===== src/rtl/regfile32.sv =====
// General register file: two async reads, one write, r0 hardwired zero.
// Write-through bypass enabled by ALU_OPF_BYPASS_EN.
module regfile32 #(
  parameter int DW   = 32,
  parameter int AW   = 5,
  parameter int NREG = 32
) (
  input  logic          clk,
  input  logic          rst,
  input  logic          we,
  input  logic [AW-1:0] wn,
  input  logic [DW-1:0] wd,
  input  logic [AW-1:0] ra1,
  output logic [DW-1:0] rd1,
  input  logic [AW-1:0] ra2,
  output logic [DW-1:0] rd2
);

  logic [DW-1:0] mem [NREG];

  always_ff @(posedge clk) begin
    if (rst) begin
      for (int i = 0; i < NREG; i++)
        mem[i] <= '0;
    end else if (we && wn != '0) begin
      mem[wn] <= wd;
    end
  end

  always_comb begin
    rd1 = (ra1 == '0) ? '0 : mem[ra1];
    rd2 = (ra2 == '0) ? '0 : mem[ra2];
`ifdef ALU_OPF_BYPASS_EN
    if (we && ra1 != '0 && wn == ra1)
      rd1 = wd;
    if (we && ra2 != '0 && wn == ra2)
      rd2 = wd;
`endif
  end

endmodule


===== src/rtl/alu_operand_fetch.sv =====
// Operand fetch: register read, operand muxing, one-slot output register.
// Optional write-through bypass: ALU_OPF_BYPASS_EN.
module alu_operand_fetch #(
  parameter int DW   = 32,
  parameter int AW   = 5,
  parameter int NREG = 32
) (
  input  logic          clk,
  input  logic          rst,
  input  logic          in_valid,
  output logic          in_ready,
  input  logic [AW-1:0] rs,
  input  logic [AW-1:0] rt,
  input  logic [15:0]   imm,
  input  logic [4:0]    sa,
  input  logic [3:0]    aluc_in,
  input  logic          sel_a_sa,
  input  logic          sel_b_imm,
  input  logic          sext,
  output logic          out_valid,
  input  logic          out_ready,
  output logic [DW-1:0] a,
  output logic [DW-1:0] b,
  output logic [3:0]    aluc,
  input  logic          wb_we,
  input  logic [AW-1:0] wb_rn,
  input  logic [DW-1:0] wb_d
);

  logic [DW-1:0] rd_a;
  logic [DW-1:0] rd_b;
  logic [DW-1:0] ext;
  logic [DW-1:0] a_nxt;
  logic [DW-1:0] b_nxt;
  logic          acc;

  regfile32 #(
    .DW  (DW),
    .AW  (AW),
    .NREG(NREG)
  ) u_rf (
    .clk(clk),
    .rst(rst),
    .we (wb_we),
    .wn (wb_rn),
    .wd (wb_d),
    .ra1(rs),
    .rd1(rd_a),
    .ra2(rt),
    .rd2(rd_b)
  );

  always_comb begin
    ext = '0;
    ext[15:0] = imm;
    if (sext)
      ext = {{(DW-16){imm[15]}}, imm};
  end

  assign in_ready = !out_valid || out_ready;
  assign acc      = in_valid && in_ready;
  assign a_nxt    = sel_a_sa ? {{(DW-5){1'b0}}, sa} : rd_a;
  assign b_nxt    = sel_b_imm ? ext : rd_b;

  // Held operands are snapshots; later writebacks never reach them.
  always_ff @(posedge clk) begin
    if (rst) begin
      out_valid <= 1'b0;
      a         <= '0;
      b         <= '0;
      aluc      <= '0;
    end else if (acc) begin
      out_valid <= 1'b1;
      a         <= a_nxt;
      b         <= b_nxt;
      aluc      <= aluc_in;
    end else if (out_ready) begin
      out_valid <= 1'b0;
    end
  end

endmodule


===== config.mk =====
export PLATFORM = sky130hd
export DESIGN_NAME = alu_operand_fetch
export DESIGN_NICKNAME = d
export VERILOG_FILES = /design/src/rtl/regfile32.sv /design/src/rtl/alu_operand_fetch.sv
export SDC_FILE = /design/constraint.sdc
export NUM_CORES = 2
export LEC_CHECK = 0
export BUFFER_PORTS_ARGS = -buffer_cell sky130_fd_sc_hd__clkbuf_2
export CORE_AREA = 2 2 300 302
export DETAILED_ROUTE_END_ITERATION = 8
export DIE_AREA = 0 0 302 304
export HOLD_SLACK_MARGIN = 0.08
export PLACE_DENSITY = 0.86
export RECOVER_POWER = 25
export SYNTH_ARGS = -nofsm -noshare
export SYNTH_HDL_FRONTEND = slang
export SYNTH_SLANG_ARGS = --single-unit

===== constraint.sdc =====
create_clock -name clk -period 4.35 [get_ports clk]
set_input_delay 0.435 -clock clk [delete_from_list [all_inputs] [get_ports clk]]
set_output_delay 0.435 -clock clk [all_outputs]
set_load 0.03 [all_outputs]

==> results.toml <==
[global_route]
use_met1_pct = 50.5
met3_usage_pct = 14.5
grt_overflow = 0
grt_max_degree = 101
antenna_found_initial = 27
busiest_layer = "met2"
met2_usage_pct = 59.5
grt_usage_pct = 40.5
grt_pass1_wl_um = 265000
grt_pass1_vias = 39300

[yosys]
seq_area_frac_synth_pct = 56.4
synthDistinctLibCells = 47
ys.flop_type = "edfxtp_1"
netlist_area_sq_mm = 0.0570
synth_cells = 3872
synth-edff-count = 1024
ys_ff_latch = 1093
synth-async-reset-ratio_pct = 0
syn_avg_cell_area_sq_um = 14.7
yosys_warnings = 0

[pwr]
power_leakage_nw = 22.0
powerDensity_mw_per_mm2 = 405
ir_drop_uv = 386

[die]
core_area_sq_mm = 0.0890
die_h_um = 304
initial_core_util_pct = 64.0
dieArea_sq_mm = 0.0918
pin_count = 150
dieWidth_um = 302
rows = 110

[finish]
drive_above_1_share_pct = 26.0
fill_cells = 5330
fin_util_pct = 70.6
nets = 3994
area_growth_pct = 10.3

[detailed_routing]
viasPerCell = 7.45
drc = 0
drt_iter0_markers = 7373
postRouteWirelength_um = 185000
via_count = 38800
drt_pre_antenna_iters = 8
ant_nets = 0
wl_per_cell_um = 35.5

[placement]
io_buffers = 149
hpwl_um = 106000
place_congestion = 0.899

[sta]
slew_viol_final = 608
final-hold-violation-count = 0
timing.fmax_mhz = 295
grt_setup_unrepaired = "false"
final-setup-viol-count = 0
worstMarginPinSlew_ns = 2.69
setup_tns_ns = 0
period_minus_slack_ns = 3.39
skew_ns = 0.0208
fin_crit_sh_pct = 77.9
relSlewSlack_pct = -79.1

[run]
max_cap_violations = 20

[cts]
cts_max_path_buffers = 3
post-cts-setup-buffer-count = 0
root_buffer = "clkbuf_16"
post_cts_resized = 0
clock_latency_ns = 0.70
numCtsBuffers = 111
clk_pin_slew_ns = 0.06
cts.hold.buffers_added = 5
cts.sinks = 1093
htreeDepth = 3
cts_tree = "yes"

[critical_path]
critPathKind = "input port to flip-flop"
required_ns = 4.88
crit_fanout = 31
arrival_ns = 3.92
endpoint_kind = "flip-flop"
startpoint_type = "input port"

[status]
violations = "capacitance limit, slew limit"
status = "complete, but fails checks"

[min_path]
min_path_type = "input port to flip-flop"
cell usage after synthesis (all sizes together), types with 47 or more instances:
| cell | instances | area share, % |
|---|---|---|
| a21oi | 80 | 0.70 |
| a22oi | 77 | 1.0 |
| and2 | 996 | 11 |
| buf | 129 | 1.4 |
| clkbuf | 271 | 1.8 |
| dfxtp | 69 | 2.4 |
| edfxtp | 1024 | 54 |
| mux2 | 87 | 1.7 |
| mux2i | 224 | 3.9 |
| mux4 | 427 | 17 |
| nand2 | 73 | 0.48 |
| nor2 | 91 | 0.60 |
| or2 | 47 | 0.52 |
flip-flops by register name (all words and copies together), names as in the netlist:
signal     count
out_valid      1
u_rf.mem    1024
aluc           4
b             32
a             32
cell usage in the layout (no fill, tap or decap), types with 21 or more instances in the layout:
cell type / Yosys / final
mux2i_1: 224 / 224
and2_1: 996 / 745
a221oi_1: 30 / 30
mux4_2: 427 / 427
o21ai_0: 23 / 23
o211ai_1: 27 / 27
dfxtp_1: 69 / 69
buf_12: 0 / 21
a21oi_1: 80 / 80
a22oi_1: 77 / 77
edfxtp_1: 1024 / 1024
nor2b_1: 24 / 23
buf_4: 30 / 106
mux2_2: 87 / 87
conb_1: 1 / 32
nand2_1: 73 / 73
nor2_1: 91 / 70
clkbuf_1: 271 / 37
clkbuf_16: 0 / 115
clkinv_2: 0 / 27
and2_0: 0 / 250
clkbuf_2: 0 / 142
a211oi_1: 21 / 21
or2_2: 40 / 32
final timing paths:
path / slack, ns / to / start / cells after the start
max: 0.96 / a[12] / rst / 6
max reg2reg: 1.26 / a[12] / out_valid / 6
min reg2reg: 0.48 / aluc[2] / aluc[2] / 2
min: 0.15 / a[3] / sa[3] / 3
per-layer routing:
metal / wire [um] / part of all wire (%) / up-vias
met4: 15500 / 8.4 / 16
met1: 56900 / 31 / 18800
li1: - / - / 14900
met5: 135 / 0.073 / -
met2: 81800 / 44 / 4042
met3: 30700 / 17 / 1002
power breakdown:
group	leakage (nW)	internal, mW	switching [mW]	total [mW]
Clock	1.91	5.95	4.15	10.1
Sequential	10.3	12.1	0.373	12.5
Combinational	9.77	1.19	1.72	2.91
Total	22.0	19.2	6.24	25.5
cell type report:
cell class                 count  area [sq um]  share of cell area, %
antenna                       20          50.0                 0.0796
clock buffer                 151          3190                   5.08
clock inverter                60           654                   1.04
inverter                       2          7.51                 0.0119
multi-input combinational   2408         23200                   36.9
sequential                  1093         32100                   51.1
tap                         1176          1470                   2.34
timing repair buffer         298          2120                   3.37
logic make-up after synthesis:
kind of cell	Yosys count	synth area share, %
compound gates	364	4.58
buf+inv	402	3.19
flops	1093	56.4
simple gates	1274	13.3
other cells	1	0.00658
mux	738	22.5
worst max-delay path: stages:
cell	delay (ns)
clkbuf_1	0.27
clkbuf_1	1.70
nor4b_4	0.09
buf_4	0.41
a22oi_1	0.78
o211ai_1	0.21
stage by stage:
step	hold WS [ns]	cell area [sq um]	worst slack, ns	total power [mW]	cells
finish	0.154	62800	0.963	25.5	5208
detailed placement	0.477	59000	0.969	15.4	4972
global route	0.145	62800	1.10	25.9	5189
CTS	0.129	62900	1.57	25.3	5188
global placement	0.446	59000	1.06	15.3	4972
floorplan	0.564	57100	2.21	14.4	3903
Note: power is estimated with default switching activity, not from simulation.
